<file path="config.mk">
export PLATFORM = sky130hd
export DESIGN_NAME = rs232_rx_fifo
export DESIGN_NICKNAME = d
export VERILOG_FILES = /design/src/rtl/rs232_rx_fifo_pkg.sv /design/src/rtl/rs232_rx_fifo_fifo.sv /design/src/rtl/rs232_rx_fifo.sv
export SDC_FILE = /design/constraint.sdc
export NUM_CORES = 1
export LEC_CHECK = 0
export CAP_MARGIN = 20
export CORE_ASPECT_RATIO = 0.6
export CORE_MARGIN = 5
export CORE_UTILIZATION = 60
export CTS_CLUSTER_SIZE = 12
export DETAILED_ROUTE_END_ITERATION = 7
export GPL_ROUTABILITY_DRIVEN = 0
export GPL_TIMING_DRIVEN = 0
export PLACE_DENSITY = 0.84
export SYNTH_ARGS = -nofsm -noshare
export SYNTH_HDL_FRONTEND = slang
export SYNTH_HIERARCHICAL = 1
export SYNTH_SLANG_ARGS = --single-unit
</file>
<file path="constraint.sdc">
create_clock -name clk -period 9.3 [get_ports clk]
set_input_delay 2.325 -clock clk [delete_from_list [all_inputs] [get_ports clk]]
set_output_delay 2.325 -clock clk [all_outputs]
set_load 0.05 [all_outputs]
</file>
<file path="src/rtl/rs232_rx_fifo_pkg.sv">
// Shared definitions for the RS-232 receive buffer: capture FSM encoding,
// default depth and status-word bit layout used by the CPU I/O mux.
package rs232_rx_fifo_pkg;

    typedef enum logic [1:0] {
        IDLE  = 2'd0,
        ACK   = 2'd1,
        DRAIN = 2'd2
    } cap_state_t;

    localparam int DEFAULT_DEPTH_LOG2 = 4;

    localparam int STAT_RX_RDY    = 0;
    localparam int STAT_TX_RDY    = 1;
    localparam int STAT_FULL      = 2;
    localparam int STAT_OVF       = 3;
    localparam int STAT_COUNT_LSB = 4;

endpackage

</file>
<file path="src/rtl/rs232_rx_fifo_fifo.sv">
// Generic first-word-fall-through FIFO: circular storage, wrapping pointers
// and a separate occupancy count. Push is refused when full, pop when empty.
module sync_fifo_fwft #(
    parameter int DEPTH_LOG2 = 4,
    parameter int WIDTH      = 8
) (
    input  logic                  clk,
    input  logic                  reset,
    input  logic                  push,
    input  logic [WIDTH-1:0]      push_data,
    input  logic                  pop,
    output logic [WIDTH-1:0]      rd_data,
    output logic                  empty,
    output logic                  full,
    output logic [DEPTH_LOG2:0]   count
);

    localparam int DEPTH = 1 << DEPTH_LOG2;
    localparam logic [DEPTH_LOG2-1:0] PTR_ONE    = {{(DEPTH_LOG2-1){1'b0}}, 1'b1};
    localparam logic [DEPTH_LOG2:0]   CNT_ONE    = {{DEPTH_LOG2{1'b0}}, 1'b1};
    localparam logic [DEPTH_LOG2:0]   CNT_ZERO   = {(DEPTH_LOG2+1){1'b0}};
    localparam logic [DEPTH_LOG2:0]   FULL_COUNT = {1'b1, {DEPTH_LOG2{1'b0}}};

    logic [WIDTH-1:0]      mem_r [DEPTH];
    logic [DEPTH_LOG2-1:0] wr_ptr_r;
    logic [DEPTH_LOG2-1:0] rd_ptr_r;
    logic [DEPTH_LOG2:0]   count_r;
    logic                  do_push_s;
    logic                  do_pop_s;

    // Full/empty come from the count before this cycle's pop, so a pop never frees room for a same-cycle push.
    assign empty     = (count_r == CNT_ZERO);
    assign full      = (count_r == FULL_COUNT);
    assign do_push_s = push & ~full;
    assign do_pop_s  = pop & ~empty;
    assign count     = count_r;
    assign rd_data   = empty ? {WIDTH{1'b0}} : mem_r[rd_ptr_r];

    // Storage array write port; contents need no reset since reads are gated by count.
    always_ff @(posedge clk) begin
        if (!reset && do_push_s) begin
            mem_r[wr_ptr_r] <= push_data;
        end
    end

    // Pointer and occupancy state.
    always_ff @(posedge clk) begin
        if (reset) begin
            wr_ptr_r <= {DEPTH_LOG2{1'b0}};
            rd_ptr_r <= {DEPTH_LOG2{1'b0}};
            count_r  <= CNT_ZERO;
        end else begin
            if (do_push_s) wr_ptr_r <= wr_ptr_r + PTR_ONE;
            if (do_pop_s)  rd_ptr_r <= rd_ptr_r + PTR_ONE;
            case ({do_push_s, do_pop_s})
                2'b10:   count_r <= count_r + CNT_ONE;
                2'b01:   count_r <= count_r - CNT_ONE;
                default: count_r <= count_r;
            endcase
        end
    end

endmodule

</file>
<file path="src/rtl/rs232_rx_fifo.sv">
// Receive buffer between the RS-232 receiver and the CPU I/O registers:
// captures each byte with a one-cycle done handshake and tracks overflow.
module rs232_rx_fifo
    import rs232_rx_fifo_pkg::*;
#(
    parameter int DEPTH_LOG2 = DEFAULT_DEPTH_LOG2,
    parameter int WIDTH      = 8
) (
    input  logic                  clk,
    input  logic                  reset,
    input  logic                  rx_rdy,
    input  logic [WIDTH-1:0]      rx_data,
    output logic                  rx_done,
    input  logic                  rd_pop,
    input  logic                  clr_ovf,
    output logic [WIDTH-1:0]      rd_data,
    output logic                  rdy,
    output logic                  full,
    output logic [DEPTH_LOG2:0]   count,
    output logic                  ovf
);

    cap_state_t       state_r;
    cap_state_t       state_nxt_s;
    logic             rx_rdy_r;
    logic [WIDTH-1:0] rx_data_r;
    logic             push_s;
    logic             drop_s;
    logic             empty_s;
    logic             full_s;
    logic             ovf_r;

    // Receiver handshake inputs are registered once, so a byte seen at edge N is stored at edge N+1.
    always_ff @(posedge clk) begin
        if (reset) begin
            rx_rdy_r  <= 1'b0;
            rx_data_r <= {WIDTH{1'b0}};
        end else begin
            rx_rdy_r  <= rx_rdy;
            rx_data_r <= rx_data;
        end
    end

    // Capture FSM state register.
    always_ff @(posedge clk) begin
        if (reset) state_r <= IDLE;
        else       state_r <= state_nxt_s;
    end

    // Capture FSM next state and push/drop decisions.
    always_comb begin
        state_nxt_s = state_r;
        push_s      = 1'b0;
        drop_s      = 1'b0;
        case (state_r)
            IDLE: begin
                if (rx_rdy_r) begin
                    state_nxt_s = ACK;
                    push_s      = ~full_s;
                    drop_s      = full_s;
                end else begin
                    state_nxt_s = IDLE;
                end
            end
            ACK:   state_nxt_s = DRAIN;
            DRAIN: begin
                if (rx_rdy_r) state_nxt_s = DRAIN;
                else          state_nxt_s = IDLE;
            end
            default: state_nxt_s = IDLE;
        endcase
    end

    // Sticky overflow: a drop in the same cycle as a clear keeps the flag set.
    always_ff @(posedge clk) begin
        if (reset)        ovf_r <= 1'b0;
        else if (drop_s)  ovf_r <= 1'b1;
        else if (clr_ovf) ovf_r <= 1'b0;
        else              ovf_r <= ovf_r;
    end

    sync_fifo_fwft #(
        .DEPTH_LOG2 (DEPTH_LOG2),
        .WIDTH      (WIDTH)
    ) u_fifo (
        .clk       (clk),
        .reset     (reset),
        .push      (push_s),
        .push_data (rx_data_r),
        .pop       (rd_pop),
        .rd_data   (rd_data),
        .empty     (empty_s),
        .full      (full_s),
        .count     (count)
    );

    assign rx_done = (state_r == ACK);
    assign rdy     = ~empty_s;
    assign full    = full_s;
    assign ovf     = ovf_r;

endmodule

</file>
==> qor.yml <==
htreeDepth: 4
die_h_um: 88.9
p_comb_frac: 0.251
initial_core_util: 0.624
dpl-instance-area_um2: 6690
p_int_mw: 1.38
clockPowerShare: 0.344
antenna_cells: 0
crit_path_start_kind: "flip-flop"
cts_resized: 0
slew_headroom: 0.346
grt_pass1_wl_mm: 19.0
hold_buffers: 0
port_buffers: 29
critical-path-slowest-cell: "clkdlybuf4s50_1"
switchingPower_mw: 0.596
avgRoutedWirePerCell_um: 21.4
design_area_um2: 7290
cap_violations: 0
synth_area_um2: 6230
layout-drive-gt1-share: 0.192
track_usage: 0.207
worst_r2r_path_depth: 14
finalCritPeriodShare: 0.590
grt_max_degree: 17
dpl_worst_slack_ns: 4.25
vias: 3304
cts_setup_buffers: 0
final_common_cell: "edfxtp_1"
reg2reg_slack_ns: 5.81
powerDensity_nw_per_um2: 271
placementRows: 28
seqPwrFrac: 0.406
clockBufferDepth: 2
end_kind: "primary output"
vdd.ir_drop.worst_uv: 181
ys_ff_latch: 157
dp_hpwl_mm: 7.91
rsz0062_at_grt: "no"
clk_pin_slew_ns: 0.06
drtAntennaViolNets: 0
drv_slew: 0
yosys_most_used_dff: "edfxtp_1"
ctsRootBufferMaster: "clkbuf_16"
drt_iter0_markers: 294
tightest_slew_ns: 0.978
synth_seq_area_share: 0.710
cp_common_cell: "a211oi_1"
num_io_pins: 30
syn_to_final_growth_pct: 17.0
hold_viol: 0
min_to: "ovf"
drt-pass1-iter-count: 5
r2r-start: "u_fifo/count[0]"
status: "finished, final reports clean"
place_inst: 520
via_per_inst: 5.99
clock.fmax_ghz: 0.182
min-delay-start: "ovf"
fin_ws_ns: 3.81
tritoncts: "yes"
cpPeakStageDelay_ns: 0.88
cp_max_fo: 10
synth_nets: 379
arrival_ns: 3.17
final_cell_mix: "128 x edfxtp_1, 37 x nor2_1, 32 x mux4_2"
cts.sinks: 157
fillers: 614
synth_edf_count: 128
finalSetupTns_ns: 0
die-area_um2: 12600
core_area_um2: 9980
dieWidth_um: 142
syn_area_per_cell_um2: 17.5
clk_latency_ns: 0.41
routed_wl_mm: 11.8
crit_type: "flip-flop to primary output"
ys_async_sr_fraction: 0
required_ns: 6.98
power_leakage_nw: 2.42
fin_cells: 552
min_period_ns: 5.49
fin_skew_ns: 0.00776
sw_frac_of_total: 0.301
nets: 427
crit_path_cell_trace: "clkbuf_1, buf_2, mux4_2, nor2b_1, a211oi_1, a211oi_1, clkdlybuf4s50_1"
drc: 0
r2r-end: "u_fifo/count[4]"
hold_class: "flip-flop to flip-flop"
synth_cell_types: 38
hold_ws_ns: 0.498
grt_pass1_vias: 3463
gr-total-overflow: 0
antenna_found_initial: 0
min_path_cells: 2
syn_inst: 356
final-setup-viol-count: 0
numCtsBuffers: 17
ys_warn_count: 6
-- critical path, delay by kind of cell (launching register included) --
family,cells,cell delay (ns)
multiplexers,1,0.26
buffers and inverters,3,1.56
AO/OA/AOI/OAI,2,0.44
flip-flops,1,0.30
AND/OR/NAND/NOR,1,0.18
-- Yosys cell counts, types with 2 or more instances --
master      n  area, um^2
ha_1        9         113
o211ai_1    3        22.5
nand3b_1    2        15.0
buf_6       2        22.5
dfxtp_1    29         581
xor2_1      7        61.3
clkbuf_1    6        22.5
a211oi_1   16         120
nand2_1     5        18.8
mux2i_1    11         110
nand2b_1    2        12.5
and3_1      5        31.3
or3_1       2        12.5
nor2_1     37         139
edfxtp_1  128        3840
a21oi_1     5        25.0
inv_1      11        41.3
nor2b_1    18         113
mux4_2     32         721
buf_2       8        40.0
-- kinds of logic after synthesis --
logic type               share of synthesized area
flip-flops                                   0.710
AND/OR/NAND/NOR                             0.0639
multiplexers                                 0.135
buffers and inverters                       0.0229
AO/OA/AOI/OAI                               0.0353
adder cells (fa/ha/maj)                     0.0213
XOR/XNOR                                    0.0112
-- state kept, by name, indices dropped and copies added, names as in the netlist, named ones only --
signal and flops:
u_fifo/count 5, u_fifo/mem_r 128, rx_data_r 8, u_fifo/rd_ptr_r 4, state_r 2, ovf 1, rx_rdy_r 1, u_fifo/wr_ptr_r 4
-- layer usage --
layer  GRT usage  share of wire  wire (um)
met4      0.0392         0.0034         40
met5           0              0          0
met3      0.0631          0.064        760
met1       0.295           0.46       5410
met2       0.329           0.48       5620
-- layout make-up --
class | instances | area, um^2 | area share
Buffer | 19 | 101 | 0.0139
Clock buffer | 23 | 488 | 0.0670
Clock inverter | 9 | 110 | 0.0151
Inverter | 11 | 41.3 | 0.00567
Multi-Input combinational cell | 169 | 1660 | 0.228
Sequential cell | 157 | 4420 | 0.607
Tap cell | 135 | 169 | 0.0232
Timing Repair Buffer | 29 | 290 | 0.0398
-- stage by stage --
| step | power, mW | util |
|---|---|---|
| after global placement | 1.30 | 0.670 |
| after global routing | 2.06 | 0.730 |
| after CTS | 1.99 | 0.730 |
| final | 1.98 | 0.730 |
| after floorplan | 1.16 | - |
| after detailed placement | 1.31 | 0.670 |
-- power groups by stage --
stage,registers (mW),logic [mW],clock network (mW)
2_1_floorplan,0.837,0.323,0
3_3_place_gp,0.815,0.481,0
3_5_place_dp,0.817,0.495,0
4_1_cts,0.802,0.500,0.690
5_1_grt,0.805,0.531,0.727
6_report,0.802,0.495,0.680
-- how the worst max path moves through the flow --
stage | endpoint | slack [ns]
final | rd_data[6] | 3.81
after global routing | rd_data[6] | 3.64
after CTS | rd_data[6] | 3.79
after detailed placement | rd_data[6] | 4.25
after global placement | rd_data[6] | 4.27
after floorplan | rd_data[5] | 4.63
Note: power is estimated with default switching activity, not from simulation.
